===== src/rtl/case_cycler_pkg.sv =====
// Shared mode/direction encodings and Gray conversion helpers for case_state_cycler.
// Helpers work on GW_MAX-bit zero-extended values, so callers of any width <= GW_MAX can use them.
package case_cycler_pkg;

  localparam logic [1:0] MODE_INV  = 2'b00;
  localparam logic [1:0] MODE_BIN  = 2'b01;
  localparam logic [1:0] MODE_GRAY = 2'b10;
  localparam logic [1:0] MODE_HOLD = 2'b11;

  localparam logic DIR_UP   = 1'b0;
  localparam logic DIR_DOWN = 1'b1;

  localparam int GW_MAX = 32;

  // Zero upper bits leave both conversions unchanged, which is what makes them width-agnostic.
  function automatic logic [GW_MAX-1:0] gray2bin(input logic [GW_MAX-1:0] g);
    logic [GW_MAX-1:0] b;
    b[GW_MAX-1] = g[GW_MAX-1];
    for (int i = GW_MAX - 2; i >= 0; i--) begin
      b[i] = b[i+1] ^ g[i];
    end
    return b;
  endfunction

  function automatic logic [GW_MAX-1:0] bin2gray(input logic [GW_MAX-1:0] b);
    return b ^ (b >> 1);
  endfunction

endpackage


===== src/rtl/case_state_cycler_gray_step.sv =====
// Combinational single Gray-code step (up or down) with wrap detection on the decoded value.
module gray_step
  import case_cycler_pkg::*;
#(
  parameter int WIDTH = 2
) (
  input  logic [WIDTH-1:0] gray_i,
  input  logic             dir_i,
  output logic [WIDTH-1:0] gray_o,
  output logic             wrap_o
);

  logic [WIDTH-1:0] bin_cur;
  logic [WIDTH-1:0] bin_nxt;

  always_comb begin
    bin_cur = WIDTH'(gray2bin(GW_MAX'(gray_i)));
    if (dir_i == DIR_DOWN) begin
      bin_nxt = bin_cur - WIDTH'(1);
      wrap_o  = (bin_cur == '0);
    end else begin
      bin_nxt = bin_cur + WIDTH'(1);
      wrap_o  = (bin_cur == '1);
    end
    gray_o = WIDTH'(bin2gray(GW_MAX'(bin_nxt)));
  end

endmodule


===== src/rtl/case_state_cycler.sv =====
// Registered WIDTH-bit state cycler: invert, binary count, Gray step or hold, selected by mode.
// Priority rst > load > en; all outputs are registered (latency 1).
module case_state_cycler
  import case_cycler_pkg::*;
#(
  parameter int               WIDTH     = 2,
  parameter logic [WIDTH-1:0] RESET_VAL = '0,
  parameter int               CNT_W     = 8
) (
  input  logic             clk,
  input  logic             rst,
  input  logic             en,
  input  logic [1:0]       mode,
  input  logic             dir,
  input  logic             load,
  input  logic [WIDTH-1:0] load_val,
  output logic [WIDTH-1:0] data_out,
  output logic             wrap,
  output logic [CNT_W-1:0] step_cnt
);

  logic [WIDTH-1:0] state_q, state_d;
  logic             wrap_q, wrap_d;
  logic [CNT_W-1:0] cnt_q, cnt_d;

  logic [WIDTH-1:0] gray_nxt;
  logic             gray_wrap;

  gray_step #(.WIDTH(WIDTH)) u_gray_step (
    .gray_i (state_q),
    .dir_i  (dir),
    .gray_o (gray_nxt),
    .wrap_o (gray_wrap)
  );

  always_comb begin
    state_d = state_q;
    wrap_d  = 1'b0;
    cnt_d   = cnt_q;
    if (load) begin
      state_d = load_val;
      cnt_d   = '0;
    end else if (en) begin
      case (mode)
        MODE_INV: begin
          state_d = ~state_q;
          wrap_d  = 1'b0;
          cnt_d   = cnt_q + CNT_W'(1);
        end
        MODE_BIN: begin
          if (dir == DIR_DOWN) begin
            state_d = state_q - WIDTH'(1);
            wrap_d  = (state_q == '0);
          end else begin
            state_d = state_q + WIDTH'(1);
            wrap_d  = (state_q == '1);
          end
          cnt_d = cnt_q + CNT_W'(1);
        end
        MODE_GRAY: begin
          state_d = gray_nxt;
          wrap_d  = gray_wrap;
          cnt_d   = cnt_q + CNT_W'(1);
        end
        default: begin
          state_d = state_q;
          wrap_d  = 1'b0;
          cnt_d   = cnt_q;
        end
      endcase
    end
  end

  always_ff @(posedge clk) begin
    if (rst) begin
      state_q <= RESET_VAL;
      wrap_q  <= 1'b0;
      cnt_q   <= '0;
    end else begin
      state_q <= state_d;
      wrap_q  <= wrap_d;
      cnt_q   <= cnt_d;
    end
  end

  assign data_out = state_q;
  assign wrap     = wrap_q;
  assign step_cnt = cnt_q;

endmodule

===== config.mk =====
export PLATFORM = sky130hd
export DESIGN_NAME = case_state_cycler
export DESIGN_NICKNAME = d
export VERILOG_FILES = /design/src/rtl/case_cycler_pkg.sv /design/src/rtl/case_state_cycler_gray_step.sv /design/src/rtl/case_state_cycler.sv
export SDC_FILE = /design/constraint.sdc
export NUM_CORES = 1
export LEC_CHECK = 0
export CORE_MARGIN = 3
export CORE_UTILIZATION = 32
export CTS_BUF_LIST = sky130_fd_sc_hd__clkbuf_4 sky130_fd_sc_hd__clkbuf_8
export CTS_CLUSTER_DIAMETER = 30
export DETAILED_ROUTE_END_ITERATION = 8
export HOLD_SLACK_MARGIN = 0.06
export PLACE_DENSITY = 0.68
export SYNTH_ARGS = -nofsm -noshare
export SYNTH_HDL_FRONTEND = slang
export SYNTH_SLANG_ARGS = --single-unit

===== constraint.sdc =====
create_clock -name clk -period 2.35 [get_ports clk]
set_clock_uncertainty 0.2 [all_clocks]
set_input_delay 0.235 -clock clk [delete_from_list [all_inputs] [get_ports clk]]
set_output_delay 0.235 -clock clk [all_outputs]
set_load 0.05 [all_outputs]

# Word-level counts from Yosys, hierarchy flattened

Cells that the tools add are included.

Eq/ne operators: 4
$add $sub $neg: 5
Reduce and logical (&&, ||, !) cells: 10
Multiplexer cells: 8
Bitwise logic cells: 4

Operator list:

| operator            | number |
|---|---|
| $add 8x1->8 const B | 1 |
| $mux 2              | 4 |
| $eq 2x2->1 const B  | 3 |
| $logic_not 2->1     | 3 |
| $pmux 2 s3          | 1 |
| $reduce_or 3->1     | 2 |
| $add 2x1->2 const B | 2 |
| $reduce_and 2->1    | 2 |
| $reduce_bool 4->1   | 1 |
| $sub 2x1->2 const B | 2 |
| $eq 2x1->1 const B  | 1 |
| $mux 1              | 2 |
| $not 2->2           | 1 |
| $pmux 1 s2          | 1 |
| $reduce_bool 2->1   | 1 |
| $reduce_or 2->1     | 1 |
| $xor 2x1->2         | 1 |
| $not 1->1           | 1 |
| $xor 1x1->1         | 1 |

Input bits: 9
Bits in registers: 11

# Longest topological paths before layout

Gate-level depths: netlist (run 1).

Depth in word-level cells: 7
Gate-level depth with buffers: 6

# Cells and area by module

From an unflattened synthesis (run 1), not the netlist that was laid out.

Cell total of the unflattened synthesis: 79
Area total of the unflattened synthesis: 711.9 µm²

By module, submodules not included:

| module            | instances | area an instance (µm²) | cells an instance |
|---|---|---|---|
| case_state_cycler | 1         | 635.6                  | 72 |
| gray_step         | 1         | 76.3                   | 7 |

# Worst setup path before layout (run 1)

OpenSTA, ideal clock, no wires.

Path type: register to register
Start point: register state_q[1] (netlist: data_out[1])
End point: register state_q[1] (netlist: data_out[1])
Clock period less this slack: 2133 ps
Path buffers: 0
Data arrival time: 1812 ps
Setup slack: 217 ps
Cell stages (with the launch flop): 7
Cell sequence: dfxtp_1 -> inv_1 -> ha_1 -> xnor2_2 -> mux2i_1 -> a211oi_2 -> a21oi_2

Longest elaborated chain between the ends: 7
Elaborated cells on any way between the ends: 12
Those cells by class: add/sub: 4; mux: 5; bitwise: 3

Ends and longest elaborated chain:

| what                                       | RTL line                                                             | source |
|---|---|---|
| start: declaration                         | case_state_cycler.sv:22                                              | `logic [WIDTH-1:0] state_q, state_d;` |
| start signal: assignment                   | case_state_cycler.sv:80                                              | `state_q <= state_d;` |
| $xor 1x1->1                                | case_cycler_pkg.sv:20                                                | `b[i] = b[i+1] ^ g[i];` |
| $add 2x1->2 or $sub 2x1->2 (tied branches) | case_state_cycler_gray_step.sv:22, case_state_cycler_gray_step.sv:19 |  |
| $mux 2                                     | case_state_cycler_gray_step.sv:18                                    | `if (dir_i == DIR_DOWN) begin` |
| $xor 2x1->2                                | case_cycler_pkg.sv:26                                                | `return b ^ (b >> 1);` |
| $pmux 2 s3 *                               | case_state_cycler.sv:44                                              | `case (mode)` |
| $mux 2 *                                   | case_state_cycler.sv:43                                              | `end else if (en) begin` |
| $mux 2 *                                   | case_state_cycler.sv:40                                              | `if (load) begin` |

Every way passes the cells marked *; elsewhere a longest branch is shown, timed or not. The select of a mux whose other input is x is not followed.
A chain may end at the register's enable or synchronous reset.

# Worst setup path in the final report (run 1)

Start point: register state_q[1] (netlist: data_out[1])
End point: output data_out[1]

RTL lines:

| what             | RTL line                | source |
|---|---|---|
| end: declaration | case_state_cycler.sv:17 | `output logic [WIDTH-1:0] data_out,` |

No word-level cell between the ends.

==> out/metrics.cfg, run 1 <==
[outcome]
status = complete, no violations

[yosys]
synth_top_area_share_pct = 30.3
synth_area_per_cell_um2 = 8.96
syn_inst = 81
synthFlopType = dfxtp_1
yosysMostFrequentCell = nor2_1
yosys-top-cells-count = 13 x nor2_1, 11 x dfxtp_1, 9 x ha_1, 7 x xor2_1
ys_types = 24
synth_warnings = 0
netlist_top_cells_area = dfxtp_1 30%, ha_1 16%, xor2_1 8.4%
synthesis.area_um2 = 726
async_reset_ff_share_pct = 0
synth_seq_cells = 11
synthesis.nets = 99
ys_seq_area_share_pct = 30.3
synth_top_cell_by_area = dfxtp_1
synth_edf_count = 0

[flow_run]
drv_cap = 0

[critical_path]
end_kind = primary output
cp_top_family = buffers and inverters
critPathMaxStageDelay_ns = 0.87
rr_startpoint = data_out[1]
cp_num_buf_inv = 1
path_class = reg -> out
r2r_end = data_out[1]
critPathRequiredTime_ns = 1.91
cp_num_cells = 1
worstPathArrival_ns = 1.65
crit_start = data_out[1]
start_kind = register
critPathSlowestCell = clkdlybuf4s50_1
crit_end = data_out[1]
crit_chain = clkdlybuf4s50_1
cp_max_fo = 9
r2r_slack_ns = 0.44
reg2reg_depth = 6

[clocking]
cts.sink_count = 11
htree_levels = 1
clkTransAtPathRegs_ns = 0.06
cts-resized-gates = 0
clk_latency_ns = 0.27
tritoncts = built
cts_setup_buffers = 0
root_buffer = clkbuf_4
numCtsBuffers = 3
cts_buffer_depth = 2
ctsHoldBuffers = 0

[routing]
drtPass1Iterations = 3
viasPerCell = 4.69
drcViolationCount = 0
drt-initial-drc-count = 3
vias = 605
ant_nets = 0
wl_per_cell_um = 10.5
wirelength_um = 1360

[power]
ir_drop_v = 0.000183
leakage_uw = 0.000401
p_total_uw = 453
powerDensity_nw_per_um2 = 468

[cells_and_area]
syn_to_final_growth_pct = 33.1
n_antenna_cell = 0
fillCellCount = 199
final_cells = 129
regArea_um2 = 220
drive_gt1_share_pct = 9.80
nNetsFinal = 121
multi_input_area_um2 = 462
post-route-util_pct = 46.8

[sta]
setup_viol = 0
slew_headroom_pct = 66.5
post-route-period-util_pct = 88.8
fin_setup_tns_ns = 0
slew_viol_final = 0
tightest_slew_ns = 0.501
grt_setup_unrepaired = no
fin_crit_ns = 2.09
max_freq_mhz = 479
finalHoldViolCount = 0

[floorplan]
start_util_pct = 35.2
die_w_um = 53.6
dieArea_um2 = 2880
io_pins = 20
rows = 16
die_h_um = 53.6
core_um2 = 2060

[min_path]
hold_path_depth = 2
hold_class = reg -> reg

[global_routing]
antenna_found_initial = 0
grt-ovfl-total = 0
grt_pass1_wl_um = 2300
grt_start_max_net_pins = 11
grtUsageTotal_pct = 10.8
grt_pass1_vias = 575

[placement]
dp_cells = 125
dp_hpwl_um = 1110
gp_congestion = 0.830
io_buffers = 19

==> worst min-delay path by stage <==
stage	from	end	slack, ns
2_1_floorplan	rst	data_out[0]	0.13
3_3_place_gp	step_cnt[7]	step_cnt[7]	0.29
3_5_place_dp	step_cnt[7]	step_cnt[7]	0.31
4_1_cts	step_cnt[7]	step_cnt[7]	0.33
5_1_grt	en	wrap	0.36
6_report	step_cnt[7]	step_cnt[7]	0.33
==> where the power goes <==
group | switching, µW | internal (µW)
clock network | 61.7 | 77.2
logic | 60.0 | 54.5
registers | 8.43 | 191
==> per-layer routing <==
layer / global-route usage (%) / share of wire [%] / up-vias
met5: 0 / 0 / -
met4: 6.38 / 0.30 / 0
met3: 1.94 / 5.7 / 2
met2: 18.8 / 49 / 15
met1: 12.1 / 45 / 274
li1: - / - / 314
==> metrics by stage <==
stage	cell area [µm²]	setup WS (ns)	hold slack (ns)
floorplan	726	0.217	0.130
global placement	936	0.332	0.295
detailed placement	936	0.248	0.312
CTS	966	0.247	0.332
global route	966	0.191	0.364
finish	966	0.264	0.327
==> state kept, by name, summed over array words and instances, names as in the netlist <==
register  flops
wrap          1
step_cnt      8
data_out      2
==> cell families (layout without fill, tap and decap cells) <==
logic type	count (synthesis)	count (layout)	share of synthesized area, %
AO/OA/AOI/OAI	9	9	10.5
XOR/XNOR	10	10	13.1
AND/OR/NAND/NOR	28	28	17.4
flip-flops	11	11	30.3
multiplexers	5	5	7.07
buffers and inverters	9	30	6.03
adder cells (fa/ha/maj)	9	9	15.5
==> worst reg2reg max path, stage by stage, from the launching register on <==
cell	delay, ns
dfxtp_1	0.51
inv_1	0.15
ha_1	0.33
xnor2_2	0.15
mux2i_1	0.14
a211oi_2	0.25
a21oi_2	0.07
==> layout make-up <==
type,instances,share of cell area [%]
repair buffers,20,20.5
inverters,6,2.33
multi-input cells,61,47.8
well taps,27,3.50
clock buffers,4,3.11
flip-flops and latches,11,22.8
==> placed cells by master (no fill, tap or decap) <==
cell type	instances
clkbuf_4	4
xor2_1	7
o21ai_1	1
buf_4	1
xnor2_1	2
a211oi_2	1
nand2_1	6
nand4_1	4
o31a_1	1
mux2_2	1
nor2b_1	1
a21oi_2	1
xnor2_2	1
ha_1	9
or2_1	1
inv_1	6
a21oi_1	3
mux2i_1	4
dfxtp_1	11
clkdlybuf4s50_1	19
a221o_1	1
nor2_1	13
nor3_1	1
and3_1	2
o32ai_2	1
Power figures use the tool's default switching activity.
==> run 2, diff against run 1 <==
--- a/config.mk
+++ b/config.mk
@@ -5,10 +5,11 @@
 export SDC_FILE = /design/constraint.sdc
 export NUM_CORES = 1
 export LEC_CHECK = 0
+export ABC_CLOCK_PERIOD_IN_PS = 2220
 export CORE_MARGIN = 3
 export CORE_UTILIZATION = 32
 export CTS_BUF_LIST = sky130_fd_sc_hd__clkbuf_4 sky130_fd_sc_hd__clkbuf_8
-export CTS_CLUSTER_DIAMETER = 30
+export CTS_CLUSTER_DIAMETER = 50
 export DETAILED_ROUTE_END_ITERATION = 8
 export HOLD_SLACK_MARGIN = 0.06
 export PLACE_DENSITY = 0.68
==> constraint.sdc (replaced) <==
create_clock -name clk -period 2.22 [get_ports clk]
set_clock_uncertainty 0.2 [all_clocks]
set_input_delay 0.222 -clock clk [delete_from_list [all_inputs] [get_ports clk]]
set_output_delay 0.222 -clock clk [all_outputs]
set_load 0.05 [all_outputs]
==> results of run 2 <==
Same layout as run 1 (identical final DEF). Status: complete, no violations.
Among the figures that moved: setup slack after placement 0.248 ns -> 0.131 ns; setup slack after layout 0.264 ns -> 0.147 ns; register-to-register setup slack 0.44 ns -> 0.31 ns; total power 453 µW -> 479 µW; worst IR drop on VDD 0.000183 V -> 0.000193 V
==> run 3, diff against run 2 <==
--- a/config.mk
+++ b/config.mk
@@ -13,6 +13,7 @@
 export DETAILED_ROUTE_END_ITERATION = 8
 export HOLD_SLACK_MARGIN = 0.06
 export PLACE_DENSITY = 0.68
+export SKIP_LAST_GASP = 1
 export SYNTH_ARGS = -nofsm -noshare
 export SYNTH_HDL_FRONTEND = slang
 export SYNTH_SLANG_ARGS = --single-unit
==> results of run 3 <==
Same layout as run 1 (identical final DEF). Status: complete, no violations.
Among the figures that moved: setup slack after placement 0.248 ns -> 0.131 ns; setup slack after layout 0.264 ns -> 0.147 ns; register-to-register setup slack 0.44 ns -> 0.31 ns; total power 453 µW -> 479 µW; worst IR drop on VDD 0.000183 V -> 0.000193 V
